`config.mk`:
```
export PLATFORM = sky130hd
export DESIGN_NAME = rv_register_file_flat
export DESIGN_NICKNAME = d
export VERILOG_FILES = /design/src/rtl/rv_register_file_pkg.sv /design/src/rtl/rv_register_file_if.sv /design/src/rtl/rv_register_file_read_port.sv /design/src/rtl/rv_register_file.sv /design/src/flat_wrapper.sv
export SDC_FILE = /design/constraint.sdc
export NUM_CORES = 2
export LEC_CHECK = 0
export CAP_MARGIN = 20
export CORE_ASPECT_RATIO = 0.6
export CORE_MARGIN = 10
export CORE_UTILIZATION = 55
export DETAILED_ROUTE_END_ITERATION = 8
export HOLD_SLACK_MARGIN = 0.12
export PLACE_DENSITY_LB_ADDON = 0.3
export SYNTH_ARGS = -nofsm -noshare
export SYNTH_HDL_FRONTEND = slang
export SYNTH_SLANG_ARGS = --single-unit
export TNS_END_PERCENT = 50
```
`constraint.sdc`:
```
create_clock -name clk -period 2.7 [get_ports clk]
set_clock_uncertainty 0.2 [all_clocks]
set_input_delay 0.405 -clock clk [delete_from_list [all_inputs] [get_ports clk]]
set_output_delay 0.405 -clock clk [all_outputs]
set_load 0.05 [all_outputs]
```
`src/rtl/rv_register_file_pkg.sv`:
```
// Shared constants and types for the RV32I integer register file (package rf_pkg).
package rf_pkg;
  localparam int          REG_COUNT        = 32;
  localparam logic [4:0]  REG_ZERO         = 5'd0;
  localparam logic [4:0]  REG_SP           = 5'd2;
  localparam logic [31:0] SP_RESET_DEFAULT = 32'h0110_0000;

  typedef logic [4:0]  reg_idx_t;
  typedef logic [31:0] reg_data_t;
endpackage

```
`src/rtl/rv_register_file_if.sv`:
```
// Register-file access bundle: two read ports and one writeback port.
interface rv_register_file_if #(
  parameter int DWIDTH = 32,
  parameter int AWIDTH = 5
);
  logic [AWIDTH-1:0] rs1_i;
  logic [AWIDTH-1:0] rs2_i;
  logic [AWIDTH-1:0] rd_i;
  logic [DWIDTH-1:0] datawb_i;
  logic              regwren_i;
  logic [DWIDTH-1:0] rs1data_o;
  logic [DWIDTH-1:0] rs2data_o;

  modport master (
    output rs1_i, rs2_i, rd_i, datawb_i, regwren_i,
    input  rs1data_o, rs2data_o
  );

  modport slave (
    input  rs1_i, rs2_i, rd_i, datawb_i, regwren_i,
    output rs1data_o, rs2data_o
  );
endinterface

```
`src/rtl/rv_register_file_read_port.sv`:
```
// One combinational read port: index select, x0 masking and optional writeback bypass.
// Bypass is compiled in when WB_BYPASS_EN is defined.
module rf_read_port
  import rf_pkg::*;
#(
  parameter int DWIDTH = 32,
  parameter int AWIDTH = 5
) (
  input  logic [AWIDTH-1:0] idx_i,
  input  logic [DWIDTH-1:0] regs_i [2**AWIDTH],
  input  logic              wr_en_i,
  input  logic [AWIDTH-1:0] wr_idx_i,
  input  logic [DWIDTH-1:0] wr_data_i,
  output logic [DWIDTH-1:0] data_o
);
  localparam logic [AWIDTH-1:0] IDX_ZERO = AWIDTH'(REG_ZERO);

`ifdef WB_BYPASS_EN
  always_comb begin
    data_o = regs_i[idx_i];
    if (wr_en_i && (wr_idx_i != IDX_ZERO) && (wr_idx_i == idx_i)) begin
      data_o = wr_data_i;
    end
    if (idx_i == IDX_ZERO) begin
      data_o = '0;
    end
  end
`else
  // Write-side inputs only matter when the bypass is built in.
  logic unused_wr;
  assign unused_wr = ^{wr_en_i, wr_idx_i, wr_data_i};

  always_comb begin
    data_o = regs_i[idx_i];
    if (idx_i == IDX_ZERO) begin
      data_o = '0;
    end
  end
`endif
endmodule

```
`src/rtl/rv_register_file.sv`:
```
// RV32I 32 x 32-bit GPR file: two combinational reads, one synchronous write, x0 tied to zero.
// Optional same-cycle write-through on the read ports with WB_BYPASS_EN.
module rv_register_file
  import rf_pkg::*;
#(
  parameter int                 DWIDTH   = 32,
  parameter int                 AWIDTH   = 5,
  parameter logic [DWIDTH-1:0]  SP_RESET = DWIDTH'(SP_RESET_DEFAULT)
) (
  input logic             clk,
  input logic             rst,
  rv_register_file_if.slave rf
);
  localparam int                NREGS    = 2**AWIDTH;
  localparam logic [AWIDTH-1:0] IDX_ZERO = AWIDTH'(REG_ZERO);

  logic [DWIDTH-1:0] regs_q [NREGS];
  logic [DWIDTH-1:0] regs_d [NREGS];

  always_comb begin
    regs_d = regs_q;
    if (rf.regwren_i && (rf.rd_i != IDX_ZERO)) begin
      regs_d[rf.rd_i] = rf.datawb_i;
    end
  end

  // Reset takes priority over any write presented in the same cycle.
  always_ff @(posedge clk) begin
    if (rst) begin
      for (int i = 0; i < NREGS; i++) begin
        regs_q[i] <= (i == int'(REG_SP)) ? SP_RESET : '0;
      end
    end else begin
      regs_q <= regs_d;
    end
  end

  rf_read_port #(.DWIDTH(DWIDTH), .AWIDTH(AWIDTH)) u_rd1 (
    .idx_i     (rf.rs1_i),
    .regs_i    (regs_q),
    .wr_en_i   (rf.regwren_i),
    .wr_idx_i  (rf.rd_i),
    .wr_data_i (rf.datawb_i),
    .data_o    (rf.rs1data_o)
  );

  rf_read_port #(.DWIDTH(DWIDTH), .AWIDTH(AWIDTH)) u_rd2 (
    .idx_i     (rf.rs2_i),
    .regs_i    (regs_q),
    .wr_en_i   (rf.regwren_i),
    .wr_idx_i  (rf.rd_i),
    .wr_data_i (rf.datawb_i),
    .data_o    (rf.rs2data_o)
  );
endmodule

```
`src/flat_wrapper.sv`:
```
// flat-port wrapper written by rule: the top's interface ports become plain ports
module rv_register_file_flat import rf_pkg::*;
#(
  parameter int                 DWIDTH   = 32,
  parameter int                 AWIDTH   = 5,
  parameter logic [DWIDTH-1:0]  SP_RESET = DWIDTH'(SP_RESET_DEFAULT)
)
  (clk, rst, rf_rs1_i, rf_rs2_i, rf_rd_i, rf_datawb_i, rf_regwren_i, rf_rs1data_o, rf_rs2data_o);
  rv_register_file_if #(.DWIDTH(DWIDTH), .AWIDTH(AWIDTH)) rf_i ();
  input logic clk;
  input logic rst;
  input wire logic [$bits(rf_i.rs1_i)-1:0] rf_rs1_i;
  input wire logic [$bits(rf_i.rs2_i)-1:0] rf_rs2_i;
  input wire logic [$bits(rf_i.rd_i)-1:0] rf_rd_i;
  input wire logic [$bits(rf_i.datawb_i)-1:0] rf_datawb_i;
  input wire logic [$bits(rf_i.regwren_i)-1:0] rf_regwren_i;
  output wire logic [$bits(rf_i.rs1data_o)-1:0] rf_rs1data_o;
  output wire logic [$bits(rf_i.rs2data_o)-1:0] rf_rs2data_o;
  assign rf_i.rs1_i = rf_rs1_i;
  assign rf_i.rs2_i = rf_rs2_i;
  assign rf_i.rd_i = rf_rd_i;
  assign rf_i.datawb_i = rf_datawb_i;
  assign rf_i.regwren_i = rf_regwren_i;
  assign rf_rs1data_o = rf_i.rs1data_o;
  assign rf_rs2data_o = rf_i.rs2data_o;
  rv_register_file #(.DWIDTH(DWIDTH), .AWIDTH(AWIDTH), .SP_RESET(SP_RESET)) u_core (.clk(clk), .rst(rst), .rf(rf_i));
endmodule
```
==> results.yml <==
synth:
  synth_warnings: 0
  syn_inst: 5850
  yosys.area_share.simple_pct: 16.91
  synth_top_cell_area_share_pct: 39.44
  synth_seq_cells: 1024
  avgSynthCellArea_um2: 8.886
  async_reset_ff_share_pct: 0
  synth_adder_area_share_pct: 0
  synth-edff-count: 0
  ys_types: 40
  syn-cell-area_mm2: 0.05198
  ys_top_cells_by_area: "dfxtp_1 (39%), mux4_2 (19%), nand2_1 (15%), a21oi_1 (9.5%), clkbuf_1 (2.6%)"
  synth_compound_area_share_pct: 14.63
  syn_nets: 5900
  synth_top_family_by_area: "multiplexers"
  synthXorXnorAreaFrac_pct: 0
  seq_area_frac_synth_pct: 39.44
  synth_commonest_cells: "nand2_1 (2,047), dfxtp_1 (1,024), a21oi_1 (990), mux4_2 (448), clkbuf_1 (358)"
  synth_largest_area_cell: "dfxtp_1"
  synthFlopType: "dfxtp_1"
  synth.area.mux_share_pct: 23.26
  synth.most_common_cell: "nand2_1"
setup_path:
  crit_type: "register to output port"
  path_max_fanout: 3
  crit_path_max_incr_delay_ns: 0.47
  cp-end-kind: "output port"
  crit_arrival_ns: 2.44
  cp_num_buf_inv: 2
  crit_family: "compound AO/OA/AOI/OAI gates"
  cp_slowest_cell: "a311oi_4"
  start_kind: "register"
  path_cells: "mux2i_1 > a221oi_2 > buf_4 > o21ai_2 > a311oi_4 > buf_12"
  cp.required_ns: 2.10
clocking:
  cts.sinks: 1024
  h-tree-depth: 3
  cts_root_buffer: "clkbuf_16"
  clk_latency_ns: 0.72
  clockBufferDepth: 3
  cts-buffers-inserted: 93
  clk_pin_slew_worst_paths_ns: 0.07
  tritoncts: "done"
final_layout:
  reg.largest.list: "u_core.regs_q (1024)"
  multi_input_area_mm2: 0.03073
  largest-register: "u_core.regs_q"
  largest_reg_flops: 1024
  fill_cells: 6788
  synthToLayoutAreaGrowth_pct: 24.97
  nNetsFinal: 6095
  drive_gt1_share_pct: 28.86
  register_area_mm2: 0.02063
detailed_routing:
  topRoutingLayerUsed: "met5"
  wl_per_cell_um: 29.72
  drt_first_pass_iters: 9
  drc: 0
  ant_nets: 0
  dr.first_iter.drc_count: 9429
  met1_length_mm: 77.41
  vias_per_cell: 6.935
  routed_wl_mm: 219.0
  met3WireLength_mm: 41.49
  vias: 51110
  dr_wl_met2_mm: 86.92
grt:
  antenna_found_initial: 2
  overflow: 0
  grt_pass1_vias: 48050
  grt_max_degree: 129
  grt_usage_pct: 38.77
  grt_pass1_wl_mm: 316.2
pwr:
  peakVddDrop_uv: 520.6
  power_w: 0.03407
  powerDensity_mw_per_mm2: 524.5
  total_leakage_power_nw: 21.71
timing:
  setup-tns-final_ns: -14.27
  max_freq_ghz: 0.3285
  setup_viol: 64
  slew_viol_final: 0
  tightest_slew_ns: 0.6035
  final_hold_viol_count: 0
  relSlewSlack_pct: 59.77
  layout_setup_ws_ns: -0.3446
  rsz0062_at_grt: "yes"
  period_share_pct: 112.8
  min_period_ns: 3.045
die:
  dieWidth_um: 416.9
  design.die.area_mm2: 0.1076
  placementRows: 87
  initial_core_util_pct: 55.40
  io-pin-count: 114
  die_y_um: 258.1
  core_mm2: 0.09383
place:
  place_hpwl_mm: 141.5
  port_buffers: 113
  routabilityCongestion: 0.9859
  place_ws_ns: -0.3213
outcome:
  status: "finished with violations"
  violations: "setup timing"
worst_hold_path:
  hold_path.class: "register to register"
run:
  cap_violations: 0
## metrics by stage
| stage | area (µm²) | util (%) | std cells | hold slack, ns |
|---|---|---|---|---|
| finish | 64960 | 69.23 | 7370 | 0.2645 |
| global route | 64950 | 69.22 | 7366 | 0.2768 |
| CTS | 64270 | 68.49 | 7353 | 0.2645 |
| detailed placement | 60180 | 64.14 | 7188 | 0.2565 |
| global placement | 60180 | 64.14 | 7188 | 0.2494 |
| floorplan | 52720 | - | 5850 | 0.2429 |
## power breakdown
part / leakage (nW) / internal (W) / switching, W
registers: 8.31 / 0.0152 / 0.0000906
clock network: 1.57 / 0.00785 / 0.00639
logic: 11.8 / 0.00180 / 0.00273
total: 21.7 / 0.0249 / 0.00921
## worst reg2reg max path, stage by stage, from the launching register on
cell     delay [ns]
dfxtp_1        0.38
nand2_1        0.09
a21oi_1        0.19
## area by class of cell
cell class	instances	area share [%]
Sequential cell	1024	31.75
Tap cell	1246	2.400
Multi-Input combinational cell	4215	47.30
Antenna cell	4	0.01541
Inverter	2	0.01733
Clock inverter	39	0.6741
Clock buffer	131	4.210
Timing Repair Buffer	709	13.63
## path summary, 6_finish.rpt
| kind | from | end | slack [ns] | cells past startpoint |
|---|---|---|---|---|
| min reg2reg | u_core.regs_q[915] | u_core.regs_q[915] | 0.26 | 2 |
| max | u_core.regs_q[437] | rf_rs1data_o[21] | -0.34 | 6 |
| min | u_core.regs_q[915] | u_core.regs_q[915] | 0.26 | 2 |
| max reg2reg | u_core.regs_q[90] | u_core.regs_q[90] | 1.76 | 2 |
## cells in the final DEF (no fill, tap or decap), types with 43 or more instances in the layout
cell	count
nand2_1	2020
a21oi_1	990
dfxtp_1	922
mux4_2	448
buf_4	385
buf_12	253
mux2i_1	121
clkbuf_16	103
dfxtp_2	102
nor2b_1	83
mux2_2	48
o21ai_1	48
a22oi_1	46
o21ai_2	43
a211oi_2	43
## repair_timing
| action | CTS | global route |
|---|---|---|
| setup buffers | 0 | 14 |
| hold buffers | 1 | 0 |
| endpoints found under the hold margin | 63 | 0 |
| resized for setup | 245 | 146 |
| gates cloned | 1 | 0 |
| pin swaps | 72 | 47 |
| setup endpoints to repair | 64 | 64 |
## per-layer routing
layer,global-route usage [%],up-vias
met1,51.44,24380
li1,-,20910
met5,0,-
met2,52.30,4826
met3,17.67,988
met4,20.44,6
## logic make-up (layout without fill, tap and decap cells)
logic type	Yosys count	after routing
and+or+nand+nor	2217	2217
AOI/OAI and AO/OA	1358	1358
DFF	1024	1024
muxes	640	640
buffers and inverters	611	881
other	0	4
Note: power is estimated with default switching activity, not from simulation.
